## config.mk

```make
export PLATFORM = sky130hd
export DESIGN_NAME = sangdan_monitor
export DESIGN_NICKNAME = d
export VERILOG_FILES = /design/src/rtl/sangdan_monitor.sv
export SDC_FILE = /design/constraint.sdc
export NUM_CORES = 1
export LEC_CHECK = 0
export BUFFER_PORTS_ARGS = -buffer_cell sky130_fd_sc_hd__buf_2
export CORE_ASPECT_RATIO = 1.1
export CORE_MARGIN = 2
export CORE_UTILIZATION = 30
export CTS_CLUSTER_SIZE = 12
export DETAILED_ROUTE_END_ITERATION = 6
export GPL_ROUTABILITY_DRIVEN = 0
export PLACE_DENSITY = 0.51
export REMOVE_ABC_BUFFERS = 1
export SLEW_MARGIN = 20
export SYNTH_ARGS = -nofsm -noshare
export SYNTH_HDL_FRONTEND = slang
export SYNTH_SLANG_ARGS = --single-unit
```

## constraint.sdc

```tcl
create_clock -name CLK -period 4.4 [get_ports CLK]
set_input_delay 0 -clock CLK [delete_from_list [all_inputs] [get_ports CLK]]
set_output_delay 0 -clock CLK [all_outputs]
set_load 0.03 [all_outputs]
```

## src/rtl/sangdan_monitor.sv

```systemverilog
// Tracks the 16-step fill/clear LED chaser on Q_IN, locks onto it and reports mismatches.
// All outputs are registered; state only moves on TICK cycles.
module sangdan_monitor #(
  parameter bit          HOLD_OK   = 1'b0,
  parameter int unsigned LOCK_LOSS = 2
) (
  input  logic       CLK,
  input  logic       RST,
  input  logic       TICK,
  input  logic [7:0] Q_IN,
  output logic       LOCKED,
  output logic [3:0] STEP,
  output logic [3:0] LEVEL,
  output logic       PHASE,
  output logic       ERR,
  output logic [7:0] ERR_CNT,
  output logic       WRAP
);

  localparam logic [2:0] LossThr = 3'(LOCK_LOSS);

  typedef enum logic [1:0] {StHunt, StVerify, StLocked} state_e;

  state_e     state_q;
  logic [2:0] miss_q;

  // Index 0..8 fills from bit 0 upward, 9..15 clears from bit 0 upward.
  function automatic logic [7:0] pat_of(input logic [3:0] idx);
    logic [8:0] f;
    if (idx <= 4'd8) begin
      f = (9'd1 << idx) - 9'd1;
      return f[7:0];
    end
    return 8'hFF << (idx - 4'd8);
  endfunction

  function automatic logic [3:0] level_of(input logic [3:0] idx);
    logic [4:0] l;
    l = (idx <= 4'd8) ? {1'b0, idx} : 5'd16 - {1'b0, idx};
    return l[3:0];
  endfunction

  logic       in_legal;
  logic [3:0] in_idx;
  logic [3:0] step_next;
  logic [7:0] exp_pat;
  logic [7:0] cur_pat;
  logic [2:0] miss_inc;

  always_comb begin
    in_legal = 1'b0;
    in_idx   = 4'd0;
    for (int i = 0; i < 16; i++) begin
      if (Q_IN == pat_of(4'(i))) begin
        in_legal = 1'b1;
        in_idx   = 4'(i);
      end
    end
    step_next = STEP + 4'd1;
    exp_pat   = pat_of(step_next);
    cur_pat   = pat_of(STEP);
    miss_inc  = miss_q + 3'd1;
  end

  always_ff @(posedge CLK) begin
    if (RST) begin
      state_q <= StHunt;
      miss_q  <= 3'd0;
      LOCKED  <= 1'b0;
      STEP    <= 4'd0;
      LEVEL   <= 4'd0;
      PHASE   <= 1'b0;
      ERR     <= 1'b0;
      ERR_CNT <= 8'd0;
      WRAP    <= 1'b0;
    end else begin
      ERR  <= 1'b0;
      WRAP <= 1'b0;
      if (TICK) begin
        unique case (state_q)
          StHunt: begin
            if (in_legal) begin
              STEP    <= in_idx;
              LEVEL   <= level_of(in_idx);
              PHASE   <= (in_idx >= 4'd9);
              state_q <= StVerify;
            end
          end
          StVerify: begin
            if (Q_IN == exp_pat) begin
              STEP    <= step_next;
              LEVEL   <= level_of(step_next);
              PHASE   <= (step_next >= 4'd9);
              miss_q  <= 3'd0;
              state_q <= StLocked;
              LOCKED  <= 1'b1;
            end else if (in_legal) begin
              STEP  <= in_idx;
              LEVEL <= level_of(in_idx);
              PHASE <= (in_idx >= 4'd9);
            end else begin
              state_q <= StHunt;
            end
          end
          StLocked: begin
            if (Q_IN == exp_pat) begin
              STEP   <= step_next;
              LEVEL  <= level_of(step_next);
              PHASE  <= (step_next >= 4'd9);
              miss_q <= 3'd0;
              WRAP   <= (STEP == 4'd15);
            end else if (!(HOLD_OK && (Q_IN == cur_pat))) begin
              ERR <= 1'b1;
              if (ERR_CNT != 8'hFF) ERR_CNT <= ERR_CNT + 8'd1;
              if (in_legal) begin
                STEP  <= in_idx;
                LEVEL <= level_of(in_idx);
                PHASE <= (in_idx >= 4'd9);
              end
              // Too many consecutive misses: drop back to hunting in this same update.
              if (miss_inc >= LossThr) begin
                miss_q  <= 3'd0;
                state_q <= StHunt;
                LOCKED  <= 1'b0;
              end else begin
                miss_q <= miss_inc;
              end
            end
          end
          default: begin
            state_q <= StHunt;
            LOCKED  <= 1'b0;
          end
        endcase
      end
    end
  end

endmodule

```

# After elaboration in Yosys (flattened, before gate mapping)
# Cells that the tools add are included.
totals:
  in_bits: 11
  output_inout_bits: 20
  register_bits: 25
op_classes:
  muxes: 60
  eq_ne: 25
  shift: 2
  n_reduce_logical: 12
  n_addsub: 7
  bitwise: 4
  magnitude_cmp: 5
op_table:
  columns: ["operator", "n"]
  rows:
  - ["$mux W4", 19]
  - ["$eq A8 B8 Y1 const B", 8]
  - ["$mux W1", 24]
  - ["$mux W8", 2]
  - ["$pmux W4 S2", 2]
  - ["$mux W2", 6]
  - ["$reduce_and A5 Y1", 2]
  - ["$mux W3", 3]
  - ["$add A8 B1 Y8 const B", 1]
  - ["$eq A8 B1 Y1 const B", 1]
  - ["$eq A8 B2 Y1 const B", 1]
  - ["$eq A8 B3 Y1 const B", 1]
  - ["$eq A8 B4 Y1 const B", 1]
  - ["$eq A8 B5 Y1 const B", 1]
  - ["$eq A8 B6 Y1 const B", 1]
  - ["$eq A8 B7 Y1 const B", 1]
  - ["$eq A8 B8 Y1", 1]
  - ["$ge A4 B4 Y1 const B", 2]
  - ["$le A4 B4 Y1 const B", 2]
  - ["$logic_not A8 Y1", 1]
  - ["$ne A2 B2 Y1 const B", 4]
  - ["$ne A8 B8 Y1 const B", 1]
  - ["$shl A1 B4 Y8 const A", 1]
  - ["$shl A8 B4 Y8 const A", 1]
  - ["23 further kinds", 28]

# Depth between registers and ports, before layout
depth:
  word_depth: 21
  mapped_depth: 14

# Worst setup path after synthesis
# No wires, ideal clock.
synth_path:
  path_type: "reg-to-reg"
  start: "reg STEP[0]"
  end: "reg STEP[1]"
  stages_incl_launch_ff: 15
  required_time_ps: 4270
  arrival_ps: 3659
  path_buffers: 1
  path_slack_ps: 611
  cell_sequence: "dfxtp_1 > ha_1 > ha_1 > ha_1 > nand2_1 > ha_1 > or3b_1 > a32oi_1 > xnor2_1 > a32oi_2 > nand4_4 > nor4_4 > buf_6 > mux2i_1 > o32ai_1"
synth_between:
  elab_chain_len: 8
  elab_cells_between_ends: 12
  classes_between: "add/sub: 3; order compare: 1; eq/ne: 1; shift: 2; mux: 5"
synth_rtl:
  columns: ["item", "line", "rtl"]
  rows:
  - ["start, declared", "12", "output logic [3:0] STEP,"]
  - ["start signal, assigned", "83", "STEP <= in_idx;"]
  - ["start signal, assigned", "91", "STEP <= step_next;"]
  - ["start signal, assigned", "98", "STEP <= in_idx;"]
  - ["$add A4 B1 Y4 (*)", "59", "step_next = STEP + 4'd1;"]
  - ["$shl A1 B4 Y8", "31", "f = (9'd1 << idx) - 9'd1;"]
  - ["$sub A8 B1 Y8", "31", null]
  - ["$mux W8", "30", "if (idx <= 4'd8) begin"]
  - ["$mux W8", "34", "return 8'hFF << (idx - 4'd8);"]
  - ["$eq A8 B8 Y1", "90, 106", null]
  - ["$mux W4 (*)", "90", "if (Q_IN == exp_pat) begin"]
  - ["$pmux W4 S2 (*)", "80", "unique case (state_q)"]
# Mark *: on every way between the ends. The rest lies on a longest branch, timed or not. The select of a mux whose other input is x is not followed.
# A chain may end at the register's enable or synchronous reset.

# Worst setup path in the final report
# Ends and elaborated chain as after synthesis.

==> results.cfg <==
[sta]
max_slew_margin = 0.430
drv_slew = 0
hold_viol = 0
rsz0062_at_grt = no
finalSetupViolCount = 0
worst_pin_slew_ns = 0.842
period_share = 0.859
fin_tns_setup_ns = 0
finalWorstPathRequiredPeriod_ns = 3.78
setup_slack_ns = 0.621
max_freq_mhz = 265
finClkSkew_ns = 0.00722

[drt]
drt-vias-per-instance = 5.38
ant_nets = 0
top_layer_used = met4
wl_met1_um = 3200
drt-initial-drc-count = 110
wl_per_cell_um = 14.8
dr_total_vias = 2382
wl_met3_um = 202
drt-total-wl_um = 6570
route.met2.wl_um = 3070
post-route-drc-count = 0
dr.pass1.iters = 4

[global_routing]
grt_pass1_vias = 2271
grt_overflow = 0
track_usage = 0.149
grt_pass1_wl_um = 11200
antenna_found_initial = 0
grt_max_degree = 21

[place]
dp_worst_setup_slack_ns = 0.624
dp_hpwl_um = 5050
placed_area_um2 = 2690
port_buffers = 30

[worst_setup_path]
cp-end-kind = register
cp_slowest_cell = dfxtp_1
cp_common_cell = ha_1
regToRegEndpoint = STEP[1]
critPathTopFamily = simple AND/OR/NAND/NOR gates
cp_num_buf_inv = 1
reg2reg_depth = 14
rrSetupSlack_ns = 0.62
path_cells = ha_1, ha_1, ha_1, nand2_1, ha_1, or3b_1, a32oi_1, xnor2_1, a32oi_2, nand4_4, nor4_4, buf_4, mux2i_1, o32ai_1
path_class = register to register
crit_fanout = 16
cp-start-kind = register
worst_ep_arrival_time_ns = 3.94
regToRegStartpoint = STEP[0]
critPathMaxStageDelay_ns = 0.55
cp_data_required_time_ns = 4.56

[clocking]
numCtsBuffers = 3
root_buffer = clkbuf_8
post_cts_buffers = 0
cts_tree = built
clockBufferDepth = 2
clkTransAtPathRegs_ns = 0.10
insertion_delay_ns = 0.28
cts_resized = 0
htree_levels = 1
cts_hold_buf = 0
cts.sinks = 25

[finish]
diodes = 0
area_growth_pct = 12.7
utilization = 0.348
design_area_um2 = 2740
final_layout_size_suffix_gt1_frac = 0.176
final_common_cell = buf_2
layout_common_cells = buf_2 (30), dfxtp_1 (25), nand2_1 (24), nor2_1 (23), a21oi_1 (21)
fin_nets = 366

[yosys]
avgSynthCellArea_um2 = 7.87
ys.flop_type = dfxtp_1
synth_largest_area_cell = dfxtp_1
synth_area_um2 = 2430
synth_edf_count = 0
synth_top_area_share = 0.206
synthCells = 309
synthTopCellsByArea = dfxtp_1 (21%), ha_1 (9.8%), a21oi_1 (4.3%)
yosys_warnings = 0
yosysUniqueCellTypes = 70
ys_seq_area_frac = 0.206
async_reset_ff_frac = 0
synth_seq_cells = 25

[min_path]
hold_depth = 2
whs_endpoint = ERR_CNT[1]
min_from = RST
min_path_type = primary input to register

[die]
die_y_um = 98.4
die_width_um = 89.9
io_pins = 31
die_area_um2 = 8840
rows = 34
core_area_um2 = 7870
initial_utilization = 0.309

[pwr]
leakage_nw = 1.10
p_per_area_nw_per_um2 = 180
ir_drop_mv = 0.118
p_total_mw = 0.493

[run]
max_cap_viol_count = 0

[status]
status = finished clean
worst max path at each step:
stage,cells after the start,start,end
2_1_floorplan,13,STEP[0],LEVEL[2]
3_3_place_gp,14,STEP[0],STEP[1]
3_5_place_dp,14,STEP[0],STEP[1]
4_1_cts,13,STEP[0],state_q[0]
5_1_grt,13,STEP[0],state_q[1]
6_report,14,STEP[0],STEP[1]
cell families (layout without fill, tap and decap cells):
group	Yosys count	in the layout	synth area share
simple gates	122	122	0.286
compound gates	91	91	0.270
buf+inv	30	56	0.0525
flops	25	25	0.206
fa+ha+maj	19	19	0.0977
xor+xnor	12	12	0.0463
mux	10	10	0.0422
layout make-up:
class / instances / area, um^2
repair buffers: 35 / 188
clock buffers: 3 / 41.3
fillers: 851 / 5130
multi-input cells: 254 / 1800
flip-flops and latches: 25 / 500
inverters: 17 / 63.8
clock inverters: 1 / 8.76
well taps: 108 / 135
report_power, final:
part | leakage (nW) | internal (mW) | switching [mW] | total (mW)
Clock | 0.0261 | 0.0665 | 0.0837 | 0.150
Sequential | 0.202 | 0.229 | 0.00319 | 0.232
Combinational | 0.874 | 0.0383 | 0.0727 | 0.111
Total | 1.10 | 0.334 | 0.160 | 0.493
cell usage after synthesis (6+ instances only):
library cell	number
a21oi_1	21
nor3_1	12
inv_1	15
o21a_1	6
mux2i_1	8
o21ai_0	16
ha_1	19
clkbuf_1	8
dfxtp_1	25
xnor2_1	6
nor2_1	23
nand2_1	24
nand3_1	10
routing by layer:
metal | vias to the layer above | GRT usage
met2 | 49 | 0.255
met4 | 0 | 0.0426
met3 | 10 | 0.0145
met1 | 1117 | 0.200
li1 | 1206 | -
met5 | - | 0
registers in the layout, indices dropped and copies added (netlist names):
name,cells
WRAP,1
miss_q,3
ERR,1
STEP,4
state_q,2
LEVEL,4
ERR_CNT,8
PHASE,1
LOCKED,1
stage by stage:
stage	hold slack, ns	cells
2_1_floorplan	0.0691	296
3_3_place_gp	0.401	439
3_5_place_dp	0.409	439
4_1_cts	0.113	443
5_1_grt	0.137	443
6_report	0.119	443
Note: power is estimated with default switching activity, not from simulation.
